===== config.mk =====
export PLATFORM = sky130hd
export DESIGN_NAME = fetch_unit
export DESIGN_NICKNAME = d
export VERILOG_FILES = /design/src/rtl/mips_pkg.sv /design/src/rtl/fetch_unit.sv
export SDC_FILE = /design/constraint.sdc
export NUM_CORES = 1
export LEC_CHECK = 0
export BUFFER_PORTS_ARGS = -buffer_cell sky130_fd_sc_hd__buf_4
export CORE_MARGIN = 5
export CORE_UTILIZATION = 44
export DETAILED_ROUTE_END_ITERATION = 10
export PLACE_DENSITY = 0.75
export SLEW_MARGIN = 20
export SYNTH_ARGS = -nofsm -noshare
export SYNTH_HDL_FRONTEND = slang
export SYNTH_SLANG_ARGS = --single-unit

===== constraint.sdc =====
create_clock -name clock -period 2.1 [get_ports clock]
set_input_delay 0.315 -clock clock [delete_from_list [all_inputs] [get_ports clock]]
set_output_delay 0.315 -clock clock [all_outputs]
set_load 0.02 [all_outputs]

===== src/rtl/mips_pkg.sv =====
// Shared MIPS datapath constants: opcodes, widths, program bases, fetch FSM states.
package mips_pkg;

   localparam int ADDR_W = 10;
   localparam int DATA_W = 32;

   localparam logic [5:0] OPC_RTYPE = 6'b000000;
   localparam logic [5:0] OPC_BEQ   = 6'b000100;
   localparam logic [5:0] OPC_JUMP  = 6'b010000;

   localparam int PROG0_BASE = 1;   // fibonacci
   localparam int PROG1_BASE = 15;  // factorial
   localparam int PROG2_BASE = 30;  // synthetic
   localparam int PC_LIMIT   = 80;

   typedef enum logic [1:0] {
      IDLE   = 2'd0,
      RUN    = 2'd1,
      HALTED = 2'd2
   } fetch_state_t;

endpackage


===== src/rtl/fetch_unit.sv =====
// Instruction-fetch stage: owns the pc, latches the memory word into the
// instruction register, resolves jumps locally and takes branch redirects.
module fetch_unit #(
   parameter int ADDR_W     = mips_pkg::ADDR_W,
   parameter int DATA_W     = mips_pkg::DATA_W,
   parameter int PROG0_BASE = mips_pkg::PROG0_BASE,
   parameter int PROG1_BASE = mips_pkg::PROG1_BASE,
   parameter int PROG2_BASE = mips_pkg::PROG2_BASE,
   parameter int PC_LIMIT   = mips_pkg::PC_LIMIT
) (
   input  logic              clock,
   input  logic              reset,
   input  logic              start,
   input  logic [1:0]        prog_sel,
   input  logic              stall,
   input  logic              redirect_valid,
   input  logic [ADDR_W-1:0] redirect_addr,
   output logic [ADDR_W-1:0] address,
   input  logic [DATA_W-1:0] instrucao,
   output logic [DATA_W-1:0] instr_out,
   output logic              instr_valid,
   output logic [ADDR_W-1:0] pc_out,
   output logic              busy,
   output logic              sel_err
);

   import mips_pkg::*;

   localparam logic [ADDR_W-1:0] LIMIT = ADDR_W'(PC_LIMIT);

   fetch_state_t      state, state_nx;
   logic [ADDR_W-1:0] pc, pc_nx;
   logic [DATA_W-1:0] instr_nx;
   logic [ADDR_W-1:0] pc_out_nx;
   logic              valid_nx;
   logic              sel_err_nx;
   logic [ADDR_W-1:0] jump_tgt;
   logic [5:0]        opcode;

   assign address  = pc;
   assign busy     = (state == RUN);
   assign jump_tgt = instrucao[ADDR_W-1:0];
   assign opcode   = instrucao[DATA_W-1:DATA_W-6];

   // Next-state and next-pc selection; priority inside RUN is redirect, stall, halt word, jump, fetch.
   always_comb begin
      // NOTE: every output of this block gets a hold value first so no path leaves one unassigned (no latches).
      state_nx   = state;
      pc_nx      = pc;
      instr_nx   = instr_out;
      pc_out_nx  = pc_out;
      valid_nx   = instr_valid;
      sel_err_nx = sel_err;
      case (state)
         IDLE, HALTED: begin
            valid_nx = 1'b0;
            if (start) begin
               if (prog_sel == 2'd3) begin
                  sel_err_nx = 1'b1;
               end else begin
                  sel_err_nx = 1'b0;
                  state_nx   = RUN;
                  case (prog_sel)
                     2'd0:    pc_nx = ADDR_W'(PROG0_BASE);
                     2'd1:    pc_nx = ADDR_W'(PROG1_BASE);
                     default: pc_nx = ADDR_W'(PROG2_BASE);
                  endcase
               end
            end
         end
         RUN: begin
            if (redirect_valid) begin
               pc_nx    = redirect_addr;
               valid_nx = 1'b0;
               if (redirect_addr > LIMIT) state_nx = HALTED;
            end else if (stall) begin
               // everything holds
            end else if (instrucao == '0) begin
               valid_nx = 1'b0;
               state_nx = HALTED;
            end else if (opcode == OPC_JUMP) begin
               pc_nx    = jump_tgt;
               valid_nx = 1'b0;
               if (jump_tgt > LIMIT) state_nx = HALTED;
            end else begin
               instr_nx  = instrucao;
               pc_out_nx = pc;
               valid_nx  = 1'b1;
               if (pc == LIMIT) state_nx = HALTED;
               else             pc_nx    = pc + ADDR_W'(1);
            end
         end
         default: begin
            state_nx = IDLE;
            valid_nx = 1'b0;
         end
      endcase
   end

   // State and fetch registers; asynchronous reset clears all of them at once.
   always_ff @(posedge clock or negedge reset) begin
      if (!reset) begin
         state       <= IDLE;
         pc          <= '0;
         instr_out   <= '0;
         pc_out      <= '0;
         instr_valid <= 1'b0;
         sel_err     <= 1'b0;
      end else begin
         // NOTE: non-blocking assignments so every register samples pre-edge values.
         state       <= state_nx;
         pc          <= pc_nx;
         instr_out   <= instr_nx;
         pc_out      <= pc_out_nx;
         instr_valid <= valid_nx;
         sel_err     <= sel_err_nx;
      end
   end

endmodule


==> out/qor.txt, run 1 <==
Fin. Hold Viols: 0
DIE WIDTH: 90.10 um
H-tree depth: 2
filler instances: 547
Post-CTS Resized: 0
Clk network pwr share: 0.106
dpl cells: 429
worst slack, placed: -7.768 ps
# IOs: 104
synthesis-to-layout area growth: 37.01%
count of input and output buffers: 103
Antenna Cells: 0
Psw: 2.335 mW
Rows: 29
Worst Path Max Fanout: 6
largest net degree at the start of global routing: 57
Pre-antenna DRT Iters: 4
starting density of the core: 0.4497
Yosys reg bits: 56
Non-Filler Instances: 437
Hold Crit Class: primary input to asynchronous set/reset pin
post-synthesis cell area: 2823 um2
routed wire length: 7711 um
share of cells above drive strength 1: 0.4972
first-pass GRT wire length: 12980 um
worst path required time: 2300 ps
vias per cell: 5.574
DRC: 0
RSZ-0062 raised after global routing: false
kind of critical path: register to register
Least-Margin Pin Slew: 698.0 ps
relative slew slack: 0.5347
fin crit period: 1980 ps
Setup crit start kind: register
vias in the first global route: 2582
Cell Int Power: 3.358 mW
met3 usage: 0.07262
area of the core: 6277 um2
Die Span Y: 90.10 um
achievable frequency: 505.0 MHz
clock slew at reported path FFs: 100 ps
insertion delay to the later sink of the worst-skew pair: 310 ps
drt initial violations: 162
Die ar.: 8117 um2
combinational power share: 0.547
Final Cycle Share: 0.9430
GR Layer Usage met2: 0.3024
syn_nets: 293
worst setup margin: 119.7 ps
Synth async-reset ratio: 1.000
Hold-fix buffers, CTS: 0
PD cells: 1472 nW/um2
number of synthesized flops with an enable pin: 0
sequential fraction of design power: 0.347
Tot GR Track Use: 0.1916
Final Setup Violations: 0
clock tree sinks: 56
Slew Limit Fails: 0
GPL Wtd Cong: 0.8565
CTS buffer count: 5
DR vias: 2436
sequential fraction of the synthesis area: 0.4965
Setup Fix Bufs, Post-CTS: 0
top_reg_cell synth: dfrtp_1
aggregate global routing overflow: 0
Final Net Count: 410
GR Layer Usage met1: 0.2503
crit path DAT: 2180 ps
Synth cell types: 44
CTS tree: built
final antenna-violating net count: 0
Syn Area/Cell: 11.66 um2
Setup crit end kind: register
Lkg Pwr: 1.826 nW
Fin Clk Skew: 10.06 ps
maxcap violations: 0
Net Sw Frac: 0.4101
initial antenna violation count: 0
Synth Instances: 242
Final HPWL DP: 6075 um
grt peak-use layer: met2
Ys Warns: 0
CTS root buf: clkbuf_8
status: completed
VDD IR-drop max: 0.8589 mV
final hold slack: 45.57 ps
Clock Tree Buf Depth: 2
WL/cell: 17.65 um
setup_tns: 0 ps
## cells in the final DEF (no fill, tap or decap), types with 2 or more instances in the layout
cell type / Yosys / layout
o21a_1: 5 / 5
inv_1: 11 / 11
buf_4: 4 / 116
clkbuf_8: 0 / 5
nor2b_1: 3 / 3
o31a_1: 3 / 3
buf_12: 0 / 2
o21ai_0: 14 / 14
nor2_1: 8 / 8
xnor2_1: 3 / 3
ha_1: 2 / 2
and4_1: 2 / 2
a21oi_1: 12 / 12
mux2_4: 4 / 4
and2_1: 2 / 2
nand2_1: 13 / 13
a2bb2oi_1: 2 / 2
nand4_1: 2 / 2
o221ai_1: 3 / 3
dfrtp_1: 56 / 55
nand3b_1: 2 / 2
nand3_1: 7 / 7
mux2i_1: 4 / 4
nor4_1: 6 / 6
nor3_1: 10 / 10
a31oi_1: 2 / 2
mux2_2: 42 / 42
## state kept, by name, summed over array words and instances, names as in the netlist
signal	cells
sel_err	1
instr_out	32
instr_valid	1
address	10
pc_out	10
state	2
## through the flow
stage | util | area (um2) | total power [mW]
after detailed placement | 0.6016 | 3776 | 5.132
after CTS | 0.6161 | 3867 | 5.748
after global routing | 0.6161 | 3867 | 6.070
final | 0.6161 | 3867 | 5.693
after global placement | 0.6016 | 3776 | 5.046
after floorplan | - | 2824 | 3.800
## power by group through the flow
stage                     Combinational (mW)  Clock [mW]  Sequential [mW]
after floorplan                         1.22           0             2.58
after global placement                  3.08           0             1.96
after detailed placement                3.14           0             2.00
after CTS                               3.14       0.629             1.98
after global routing                    3.34       0.683             2.04
final                                   3.12       0.602             1.98
## worst paths after layout
path / start / end / slack, ps / depth (start not counted)
min in group clock: instrucao[22] / instr_out[22]$_DFFE_PN0P_ / 240 / 2
min: reset / pc_out[0]$_DFFE_PN0P_ / 50 / 1
max: address[3]$_DFFE_PN0P_ / address[3]$_DFFE_PN0P_ / 120 / 5
max reg2reg: address[3]$_DFFE_PN0P_ / address[3]$_DFFE_PN0P_ / 120 / 5
min reg2reg: pc_out[5]$_DFFE_PN0P_ / pc_out[5]$_DFFE_PN0P_ / 510 / 1
max in group asynchronous: reset / address[3]$_DFFE_PN0P_ / 1560 / 1
## area by class of cell
type                            count  area (um2)  share of cell area
Sequential cell                    56        1403              0.3627
Multi-Input combinational cell    167        1325              0.3426
Timing Repair Buffer              118       910.9              0.2355
Tap cell                           77       96.34             0.02491
Clock buffer                        5       68.82             0.01779
Inverter                           11       41.29             0.01068
Clock inverter                      3       22.52            0.005823
## metal layers
layer / part of all wire / wire length, um
met2: 0.46 / 3544
met5: 0 / 0
met4: 0.011 / 87
met1: 0.43 / 3336
met3: 0.096 / 743
## Yosys cell counts (3+ instances only)
library cell / instances / area (um2)
dfrtp_1: 56 / 1401
mux2_2: 42 / 473.0
o21ai_0: 14 / 70.07
nand2_1: 13 / 48.80
a21oi_1: 12 / 60.06
inv_1: 11 / 41.29
nor3_1: 10 / 50.05
nor2_1: 8 / 30.03
nand3_1: 7 / 35.03
nor4_1: 6 / 37.54
o21a_1: 5 / 37.54
buf_4: 4 / 30.03
mux2_4: 4 / 60.06
mux2i_1: 4 / 40.04
nor2b_1: 3 / 18.77
o221ai_1: 3 / 26.28
o31a_1: 3 / 26.28
xnor2_1: 3 / 26.28
## cell families after synthesis
logic type                 share of synthesized area
buffers and inverters                        0.03413
DFF                                           0.4965
xor gates and xnor gates                     0.01241
AOI/OAI and AO/OA                             0.1166
muxes                                         0.2030
and+or+nand+nor                               0.1285
adders and majority gates                   0.008864
## critical path, cell delays in order, from the launching register on
cell and delay (ps):
dfrtp_2 410, or4_4 530, nor4b_4 310, a31o_4 250, nor2_4 70, mux2_4 300
(Power assumes the default switching activity.)
==> run 2: changes to the inputs <==
- CORE_MARGIN: 5 -> default
- HOLD_SLACK_MARGIN: default -> 0.08
==> out/qor.txt, run 2 (synthesis gave the netlist of run 1 again) <==
VDD IR-drop max: 0.7581 mV
most frequent cells in the layout: buf_4 (117), dfrtp_1 (55), mux2_2 (42)
PD cells: 1497 nW/um2
Final Cell Area: 3869 um2
aggregate global routing overflow: 0
Levels on crit path: 5
Slew Limit Fails: 0
worst path required time: 2310 ps
max FFs per register: 32
relative slew slack: 0.5283
Fin. Hold Viols: 0
Hold Crit Class: primary input to register
status: completed
Setup crit start kind: register
synthesis-to-layout area growth: 37.06%
Final Cycle Share: 0.9728
Worst R2R End: address[3]$_DFFE_PN0P_
fin crit period: 2043 ps
initial antenna violation count: 0
insertion delay to the later sink of the worst-skew pair: 310 ps
met3 WL: 588 um
kind of critical path: register to register
DRT met1 WL: 3194 um
DRC: 0
CTS root buf: clkbuf_8
Buf+Inv Stages, Crit Path: 0
CTS buffer count: 5
H-tree depth: 2
Rows: 28
RSZ-0062 raised after global routing: true
Setup crit start: address[5]$_DFFE_PN0P_
routed wire length: 7711 um
crit path DAT: 2250 ps
Tot GR Track Use: 0.2408
Final HPWL DP: 5827 um
most common cell after layout, fill and taps aside: buf_4
GPL Wtd Cong: 0.8838
CP peak stage delay: 570 ps
maxcap violations: 0
Crit path max-delay family: simple AND/OR/NAND/NOR gates
Final Net Count: 411
Least-Margin Pin Slew: 707.6 ps
Most flops, register: instr_out
first-pass GRT wire length: 12190 um
Clock Tree Buf Depth: 2
DIE WIDTH: 82.10 um
Pre-antenna DRT Iters: 5
worst-path cell chain: or4_4 -> nor4b_4 -> a31o_4 -> nor2_4 -> mux2_4
WL/cell: 17.69 um
Power, Total: 5.790 mW
Worst Path Max Fanout: 6
placed standard-cell area: 3761 um2
area of the core: 6061 um2
r2r setup slk: 60 ps
vias per cell: 5.686
Met2 Routed Length: 3767 um
Antenna Cells: 0
final antenna-violating net count: 0
reg2reg path depth: 5
highest metal used: met4
achievable frequency: 489.5 MHz
starting density of the core: 0.4657
Fin Clk Skew: 6.075 ps
CP Capture Point: address[3]$_DFFE_PN0P_
# IOs: 104
drt initial violations: 187
Worst path slowest cell: or4_4
Lkg Pwr: 1.832 nW
share of cells above drive strength 1: 0.4958
largest net degree at the start of global routing: 57
Die ar.: 6740 um2
vias in the first global route: 2462
Setup Fix Bufs, Post-CTS: 0
count of input and output buffers: 103
Reg2Reg Launch Point: address[5]$_DFFE_PN0P_
CTS tree: built
Setup crit end kind: register
DR vias: 2479
clock tree sinks: 56
Die Span Y: 82.10 um
Final Setup Violations: 0
clock slew at reported path FFs: 110 ps
==> run 2: worst min-delay path by stage <==
stage	startpoint	to	slack [ps]	depth (start not counted)
3_5_place_dp	reset	pc_out[2]$_DFFE_PN0P_	420	1
6_report	instrucao[0]	instr_out[0]$_DFFE_PN0P_	240	2
3_3_place_gp	reset	pc_out[3]$_DFFE_PN0P_	410	1
4_1_cts	instrucao[19]	instr_out[19]$_DFFE_PN0P_	220	2
2_1_floorplan	reset	address[0]$_DFFE_PN0P_	20	0
5_1_grt	instrucao[14]	instr_out[14]$_DFFE_PN0P_	220	2
==> run 2: layer usage <==
layer	global-route usage	vias to the layer above
met5	0	-
met1	0.3232	1205
met3	0.04615	18
met4	0.08421	0
met2	0.3884	132
li1	-	1124
==> run 2: layout make-up <==
class	count	area, um2
inverters	11	41.29
multi-input cells	167	1325
well taps	75	93.84
repair buffers	119	908.4
clock inverters	3	28.78
flip-flops and latches	56	1403
fillers	489	2192
clock buffers	5	68.82
==> run 2: where the power goes <==
part / internal, mW / switching (mW)
Sequential: 1.61 / 0.353
Combinational: 1.53 / 1.66
Clock: 0.253 / 0.386
==> run 2: timing repair <==
| item | in CTS | in global routing |
|---|---|---|
| hold buffers | 1 | 0 |
| endpoints found under the hold margin | 56 | 0 |
| gates resized for setup | 0 | 0 |
| endpoints found under the setup margin | 0 | 1 |
==> run 2: per-stage QoR <==
step | setup slack (ps) | TNS, ps | utilization | std cells | hold slack, ps
after global routing | -3.294 | -3.294 | 0.6383 | 436 | 215.4
after CTS | 56.94 | 0 | 0.6383 | 436 | 222.6
after detailed placement | -53.41 | -1300 | 0.6206 | 427 | 415.2
after floorplan | 26.81 | 0 | - | 242 | 19.41
after global placement | 24.53 | 0 | 0.6206 | 427 | 408.5
final | 57.22 | 0 | 0.6383 | 436 | 238.0
